==> config.mk <==
export PLATFORM = sky130hd
export DESIGN_NAME = proximity_detector
export DESIGN_NICKNAME = d
export VERILOG_FILES = /design/src/rtl/proximity_pkg.sv /design/src/rtl/proximity_detector_moving_avg.sv /design/src/rtl/proximity_detector.sv
export SDC_FILE = /design/constraint.sdc
export NUM_CORES = 1
export LEC_CHECK = 0
export BUFFER_PORTS_ARGS = -buffer_cell sky130_fd_sc_hd__buf_2
export CELL_PAD_IN_SITES_DETAIL_PLACEMENT = 1
export CELL_PAD_IN_SITES_GLOBAL_PLACEMENT = 2
export CORE_AREA = 2 2 191 99
export CTS_BUF_LIST = sky130_fd_sc_hd__clkbuf_8
export DETAILED_ROUTE_END_ITERATION = 8
export DIE_AREA = 0 0 193 101
export PLACE_DENSITY_LB_ADDON = 0.1
export REMOVE_ABC_BUFFERS = 1
export SETUP_SLACK_MARGIN = 0.2
export SYNTH_ARGS = -nofsm -noshare
export SYNTH_HDL_FRONTEND = slang
export SYNTH_SLANG_ARGS = --single-unit
==> constraint.sdc <==
create_clock -name clk -period 5.4 [get_ports clk]
set_input_delay 1.08 -clock clk [delete_from_list [all_inputs] [get_ports clk]]
set_output_delay 1.08 -clock clk [all_outputs]
set_load 0.02 [all_outputs]
==> src/rtl/proximity_pkg.sv <==
// Shared types and elaboration-time helpers for the proximity detector.
package proximity_pkg;

  typedef enum logic [1:0] {
    ST_FAR       = 2'd0,
    ST_NEAR_PEND = 2'd1,
    ST_NEAR      = 2'd2,
    ST_FAR_PEND  = 2'd3
  } prox_state_e;

  function automatic int sum_width(input int dist_w, input int avg_log2);
    return dist_w + avg_log2;
  endfunction

  function automatic longint timeout_cycles(input longint clk_hz, input longint timeout_ms);
    return (clk_hz / 64'd1000) * timeout_ms;
  endfunction

  function automatic bit params_ok(input int near_cm, input int far_cm, input int hold);
    return (far_cm > near_cm) && (hold >= 1);
  endfunction

endpackage

==> src/rtl/proximity_detector_moving_avg.sv <==
// Power-of-two moving average over accepted distance samples, with flush.
module moving_avg
  import proximity_pkg::*;
#(
  parameter int DIST_W   = 16,
  parameter int AVG_LOG2 = 2
) (
  input  logic              clk,
  input  logic              reset,
  input  logic              push_i,
  input  logic [DIST_W-1:0] sample_i,
  input  logic              flush_i,
  output logic [DIST_W-1:0] avg_o,
  output logic              avg_valid_o
);

  localparam int DEPTH = 1 << AVG_LOG2;
  localparam int SUM_W = sum_width(DIST_W, AVG_LOG2);
  localparam logic [AVG_LOG2:0]   FULL    = (AVG_LOG2 + 1)'(DEPTH);
  localparam logic [AVG_LOG2:0]   FILL_1  = (AVG_LOG2 + 1)'(1);
  localparam logic [AVG_LOG2-1:0] PTR_ONE = AVG_LOG2'(1);

  logic [DIST_W-1:0]   buf_q [DEPTH];
  logic [AVG_LOG2-1:0] wr_ptr_q;
  logic [AVG_LOG2:0]   fill_q, fill_d;
  logic [SUM_W-1:0]    sum_q, sum_d;
  logic [DIST_W-1:0]   oldest_s;
  logic [DIST_W-1:0]   avg_q;
  logic                avg_valid_q;

  // Next running sum and fill level; the slot being overwritten counts only once the ring is full.
  always_comb begin
    sum_d  = sum_q;
    fill_d = fill_q;
    if (fill_q == FULL) begin
      oldest_s = buf_q[wr_ptr_q];
    end else begin
      oldest_s = '0;
    end
    if (push_i) begin
      sum_d  = sum_q + SUM_W'(sample_i) - SUM_W'(oldest_s);
      fill_d = (fill_q == FULL) ? fill_q : fill_q + FILL_1;
    end else if (flush_i) begin
      sum_d  = '0;
      fill_d = '0;
    end else begin
      sum_d  = sum_q;
      fill_d = fill_q;
    end
  end

  // Ring buffer, sum, fill and registered average outputs.
  always_ff @(posedge clk or posedge reset) begin
    if (reset) begin
      for (int i = 0; i < DEPTH; i++) begin
        buf_q[i] <= '0;
      end
      wr_ptr_q    <= '0;
      fill_q      <= '0;
      sum_q       <= '0;
      avg_q       <= '0;
      avg_valid_q <= 1'b0;
    end else begin
      sum_q  <= sum_d;
      fill_q <= fill_d;
      if (push_i) begin
        buf_q[wr_ptr_q] <= sample_i;
        wr_ptr_q        <= wr_ptr_q + PTR_ONE;
        avg_q           <= sum_d[SUM_W-1:AVG_LOG2];
        avg_valid_q     <= (fill_d == FULL);
      end else if (flush_i) begin
        wr_ptr_q    <= '0;
        avg_q       <= '0;
        avg_valid_q <= 1'b0;
      end else begin
        avg_valid_q <= 1'b0;
      end
    end
  end

  assign avg_o       = avg_q;
  assign avg_valid_o = avg_valid_q;

endmodule

==> src/rtl/proximity_detector.sv <==
// Debounced proximity flag from ultrasonic distance samples, with hysteresis
// and a sensor-silence fault that flushes the averager.
module proximity_detector
  import proximity_pkg::*;
#(
  parameter int CLK_HZ     = 50000000,
  parameter int DIST_W     = 16,
  parameter int AVG_LOG2   = 2,
  parameter int MAX_CM     = 400,
  parameter int NEAR_CM    = 10,
  parameter int FAR_CM     = 15,
  parameter int HOLD       = 3,
  parameter int TIMEOUT_MS = 200
) (
  input  logic              clk,
  input  logic              reset,
  input  logic              sample_valid,
  input  logic [DIST_W-1:0] sample_cm,
  output logic [DIST_W-1:0] avg_cm,
  output logic              avg_valid,
  output logic              near,
  output logic              near_rise,
  output logic              near_fall,
  output logic              sensor_fault
);

  if (!params_ok(NEAR_CM, FAR_CM, HOLD)) begin : g_param_check
    $error("proximity_detector: FAR_CM must exceed NEAR_CM and HOLD must be at least 1");
  end

  localparam int TO_LIMIT = int'(timeout_cycles(longint'(CLK_HZ), longint'(TIMEOUT_MS)));
  localparam int TO_W     = $clog2(TO_LIMIT + 1);
  localparam logic [TO_W-1:0] TO_LAST = TO_W'(TO_LIMIT - 1);
  localparam logic [TO_W-1:0] TO_MAX  = TO_W'(TO_LIMIT);
  localparam logic [TO_W-1:0] TO_ONE  = TO_W'(1);
  localparam int CNT_W = $clog2(HOLD + 1);
  localparam logic [CNT_W-1:0] CNT_ONE  = CNT_W'(1);
  localparam logic [CNT_W-1:0] CNT_HOLD = CNT_W'(HOLD);

  logic              accept_s;
  logic              timeout_hit_s;
  logic [TO_W-1:0]   to_q, to_d;
  logic              fault_q, fault_d;
  logic [DIST_W-1:0] avg_cm_s;
  logic              avg_valid_s;
  logic              near_cand_s, far_cand_s;
  prox_state_e       state_q, state_d;
  logic [CNT_W-1:0]  cnt_q, cnt_d;
  logic              near_q, near_d;
  logic              rise_q, fall_q;

  assign accept_s = sample_valid && (sample_cm >= DIST_W'(1)) && (sample_cm <= DIST_W'(MAX_CM));

  moving_avg #(
    .DIST_W  (DIST_W),
    .AVG_LOG2(AVG_LOG2)
  ) u_avg (
    .clk        (clk),
    .reset      (reset),
    .push_i     (accept_s),
    .sample_i   (sample_cm),
    .flush_i    (timeout_hit_s),
    .avg_o      (avg_cm_s),
    .avg_valid_o(avg_valid_s)
  );

  // Silence timer: an accepted sample always wins over the limit; the counter parks at the limit.
  always_comb begin
    timeout_hit_s = 1'b0;
    to_d          = to_q;
    fault_d       = fault_q;
    if (accept_s) begin
      to_d    = '0;
      fault_d = 1'b0;
    end else if (to_q == TO_LAST) begin
      to_d          = TO_MAX;
      fault_d       = 1'b1;
      timeout_hit_s = 1'b1;
    end else if (to_q != TO_MAX) begin
      to_d = to_q + TO_ONE;
    end else begin
      to_d = to_q;
    end
  end

  assign near_cand_s = (avg_cm_s <= DIST_W'(NEAR_CM));
  assign far_cand_s  = (avg_cm_s >= DIST_W'(FAR_CM));

  // Hysteresis FSM, stepped only by fresh averages and forced to FAR on timeout.
  always_comb begin
    state_d = state_q;
    cnt_d   = cnt_q;
    if (timeout_hit_s) begin
      state_d = ST_FAR;
      cnt_d   = '0;
    end else if (avg_valid_s) begin
      case (state_q)
        ST_FAR: begin
          if (near_cand_s) begin
            state_d = (HOLD == 1) ? ST_NEAR : ST_NEAR_PEND;
            cnt_d   = (HOLD == 1) ? '0 : CNT_ONE;
          end else begin
            state_d = ST_FAR;
            cnt_d   = '0;
          end
        end
        ST_NEAR_PEND: begin
          if (!near_cand_s) begin
            state_d = ST_FAR;
            cnt_d   = '0;
          end else if ((cnt_q + CNT_ONE) == CNT_HOLD) begin
            state_d = ST_NEAR;
            cnt_d   = '0;
          end else begin
            state_d = ST_NEAR_PEND;
            cnt_d   = cnt_q + CNT_ONE;
          end
        end
        ST_NEAR: begin
          if (far_cand_s) begin
            state_d = (HOLD == 1) ? ST_FAR : ST_FAR_PEND;
            cnt_d   = (HOLD == 1) ? '0 : CNT_ONE;
          end else begin
            state_d = ST_NEAR;
            cnt_d   = '0;
          end
        end
        ST_FAR_PEND: begin
          if (!far_cand_s) begin
            state_d = ST_NEAR;
            cnt_d   = '0;
          end else if ((cnt_q + CNT_ONE) == CNT_HOLD) begin
            state_d = ST_FAR;
            cnt_d   = '0;
          end else begin
            state_d = ST_FAR_PEND;
            cnt_d   = cnt_q + CNT_ONE;
          end
        end
        default: begin
          state_d = ST_FAR;
          cnt_d   = '0;
        end
      endcase
    end else begin
      state_d = state_q;
      cnt_d   = cnt_q;
    end
    near_d = (state_d == ST_NEAR) || (state_d == ST_FAR_PEND);
  end

  // State, timer and flag registers; edge pulses are registered alongside near.
  always_ff @(posedge clk or posedge reset) begin
    if (reset) begin
      state_q <= ST_FAR;
      cnt_q   <= '0;
      to_q    <= '0;
      fault_q <= 1'b0;
      near_q  <= 1'b0;
      rise_q  <= 1'b0;
      fall_q  <= 1'b0;
    end else begin
      state_q <= state_d;
      cnt_q   <= cnt_d;
      to_q    <= to_d;
      fault_q <= fault_d;
      near_q  <= near_d;
      rise_q  <= near_d & ~near_q;
      fall_q  <= ~near_d & near_q;
    end
  end

  assign avg_cm       = avg_cm_s;
  assign avg_valid    = avg_valid_s;
  assign near         = near_q;
  assign near_rise    = rise_q;
  assign near_fall    = fall_q;
  assign sensor_fault = fault_q;

endmodule

==> results.toml <==
[outcome]
outcome = "completed"

[worst_setup_path]
cp_slowest_cell = "nand2_1"
crit_path_end_kind = "flop"
path_cells = "inv_1 > ha_1 > nand2_1 > nor2b_1 > fa_1 > inv_1 > ha_1 > and2_1 > a221o_1 > o21ai_0 > a21oi_1 > o32ai_1 > xnor3_1 > o21ai_0"
slowest_delay_ns = 0.56
critical_path_required_ns = 5.76
cp_max_fo = 17
criticalPathCategory = "flop to flop"
cp_data_arrival_time_ns = 4.82
startpoint_type = "flop"

[floorplanning]
initial_core_util_pct = 39.97
rows = 35
die_y_um = 101
num_io_pins = 40
die_area_um2 = 19490
fp.dieW_um = 193
coreArea_um2 = 17950

[finish]
final_layout_size_suffix_gt1_share_pct = 13.65
fin_nets = 817
final_cells = 1009
antennaDiodeCount = 0
syn_to_final_growth_pct = 12.03

[cts]
cts_resized = 0
clk_latency_ns = 0.45
ctsLongestPathBuffers = 2
root_buffer = "clkbuf_8"
clock_sinks = 136
htreeDepth = 4
cts_buffers = 17
clk_pin_slew_worst_paths_ns = 0.09
postCtsHoldBufs = 0
cts_tree = "built"
post_cts_buffers = 0

[sta]
tns_ns = 0
timing.final.ws_setup_ns = 0.9452
final_hold_viol_count = 0
min_period_ns = 4.455
rsz0062_at_grt = "no"
drv_slew = 0
finClkSkew_ns = 0.01726
fmax_mhz = 224.5
relSlewSlack_pct = 38.94
final-setup-viol-count = 0
fin_crit_sh_pct = 82.50
tightestPinTransition_ns = 0.9137
hold_slack_ns = 0.4809

[logic_synthesis]
synthFlopType = "dfrtp_1"
ys_warn_count = 0
synthMuxAreaShare_pct = 6.207
syn_inst = 714
synth_area_um2 = 7176
synth_cell_type_count = 61
synthXorXnorAreaFrac_pct = 4.342
synth_top_family_by_area = "simple AND/OR/NAND/NOR gates"
synthSimpleGateAreaFrac_pct = 17.37
synth-adder-area-share_pct = 9.137
synth_edf_count = 0
synth_seq_area_share_pct = 47.43
ys_ff_latch = 136
syn_avg_cell_area_um2 = 10.05
ys_async_sr_fraction_pct = 100.0
synth-compound-area-share_pct = 9.887

[run]
maxCapViolCount = 0

[detailed_routing]
wl_um = 18640
dr.pass1.iters = 4
wl_met3_um = 668
wl_met2_um = 7762
drt_iter0_markers = 202
num_vias = 5285
wl_per_cell_um = 18.47
ant_nets = 0
top_layer_used = "met4"
drt-met1-wl_um = 10040
viasPerCell = 5.238
drc = 0

[power_and_ir_drop]
ir_drop_mv = 0.1539
finalPower_uw = 2652
powerDensity_nw_per_um2 = 329.9
p_leak_uw = 0.003853

[global_route]
gr-usage-all-layers_pct = 21.22
grt_max_degree = 91
antenna_found_initial = 0
grt_pass1_vias = 5603
grt_overflow_total = 0
grt_pass1_wl_um = 31080

[hold_path]
hp-class = "flop to flop"

[placement]
dp.cells = 977
dp_slack_ns = 0.9847
numPortBuffers = 39
place_hpwl_um = 13420
routabilityCongestion = 0.8039
==> registers in the layout (all words and copies together), names as in the netlist, 2 cells and up <==
signal / cells
state_q: 2
u_avg.buf_q: 64
u_avg.sum_q: 18
cnt_q: 2
u_avg.fill_q: 3
u_avg.avg_o: 16
to_q: 24
u_avg.wr_ptr_q: 2
==> layer usage <==
metal | global-route usage [%] | vias to the layer above
met5 | 0 | -
met1 | 32.06 | 2722
met4 | 4.487 | 0
met2 | 31.24 | 81
met3 | 4.560 | 16
li1 | - | 2466
==> worst max-delay path: cells and delay by family, from the launching register on <==
kind / cells / cell delay (ns)
compound gates: 5 / 1.58
xor+xnor: 1 / 0.28
fa+ha+maj: 3 / 1.09
buf+inv: 2 / 0.11
flops: 1 / 0.41
simple gates: 3 / 0.89
==> stage by stage <==
stage | instance area, um^2 | util [%]
after floorplan | 7072 | -
after global placement | 7642 | 42.56
final | 8039 | 44.77
after global routing | 8039 | 44.77
after CTS | 8039 | 44.77
after detailed placement | 7642 | 42.56
==> Yosys cell counts (2+ instances only) <==
library cell | instances | area, um^2
nand3_1 | 16 | 80.08
nor4b_1 | 3 | 26.28
clkbuf_1 | 13 | 48.80
o221ai_1 | 2 | 17.52
and3_1 | 3 | 18.77
and2_1 | 32 | 200.2
inv_1 | 80 | 300.3
a21oi_1 | 23 | 115.1
nand4_1 | 6 | 37.54
fa_1 | 16 | 320.3
mux4_2 | 16 | 360.4
nand2b_1 | 3 | 18.77
xor2_1 | 16 | 140.1
nand2_1 | 98 | 367.9
o211ai_1 | 4 | 30.03
nor2b_1 | 18 | 112.6
nor3_1 | 7 | 35.03
dfrtp_1 | 136 | 3403
nor4_1 | 6 | 37.54
nand3b_1 | 2 | 15.01
xnor2_1 | 17 | 148.9
mux2i_1 | 4 | 40.04
nor2_1 | 50 | 187.7
and4_1 | 2 | 17.52
mux2_2 | 4 | 45.04
a22o_1 | 7 | 61.31
a21o_1 | 5 | 37.54
ha_1 | 26 | 325.3
o21ai_0 | 60 | 300.3
buf_2 | 8 | 40.04
==> cells in the final DEF, fill, tap and decap left out, types with 7 or more instances in the layout <==
master	Yosys	routed
nor2b_1	18	18
inv_1	80	79
and2_1	32	32
nor2_1	50	50
nor3_1	7	7
mux4_2	16	16
a21oi_1	23	23
nand2_1	98	98
ha_1	26	26
dfrtp_1	136	136
fa_1	16	16
clkbuf_8	0	22
buf_2	8	39
xnor2_1	17	17
a22o_1	7	7
buf_4	0	7
nand3_1	16	16
xor2_1	16	16
o21ai_0	60	60
==> layout make-up <==
type / instances / area [um^2]
clock buffer: 22 / 302.8
clock inverter: 10 / 93.84
fill: 2045 / 9916
inverter: 80 / 305.3
multi-input combinational: 475 / 3386
sequential: 136 / 3403
tap: 240 / 300.3
timing repair buffer: 46 / 247.7
==> cells by family (layout without fill, tap and decap cells) <==
family,after synthesis,count (layout)
buffers and inverters,103,158
adders and majority gates,43,43
and+or+nand+nor,255,255
muxes,24,24
AOI/OAI and AO/OA,119,119
xor gates and xnor gates,34,34
DFF,136,136
==> report_power, final <==
group | switching, uW | total [uW] | internal [uW]
Sequential | 94.5 | 1190 | 1100
Clock | 429 | 855 | 425
Combinational | 364 | 607 | 244
Total | 888 | 2650 | 1760
==> final timing paths <==
kind | start | to | slack (ns) | cells after the start
worst min-delay path | near | near_rise | 0.48 | 1
min in group asynchronous | reset | u_avg.buf_q[31] | 0.79 | 2
worst max-delay path | u_avg.fill_q[0] | u_avg.avg_o[15] | 0.95 | 14
worst min register to register | near | near_rise | 0.48 | 1
max in group asynchronous | reset | near_fall | 3.44 | 3
worst max register to register | u_avg.fill_q[0] | u_avg.avg_o[15] | 0.95 | 14
(Power assumes the default switching activity.)
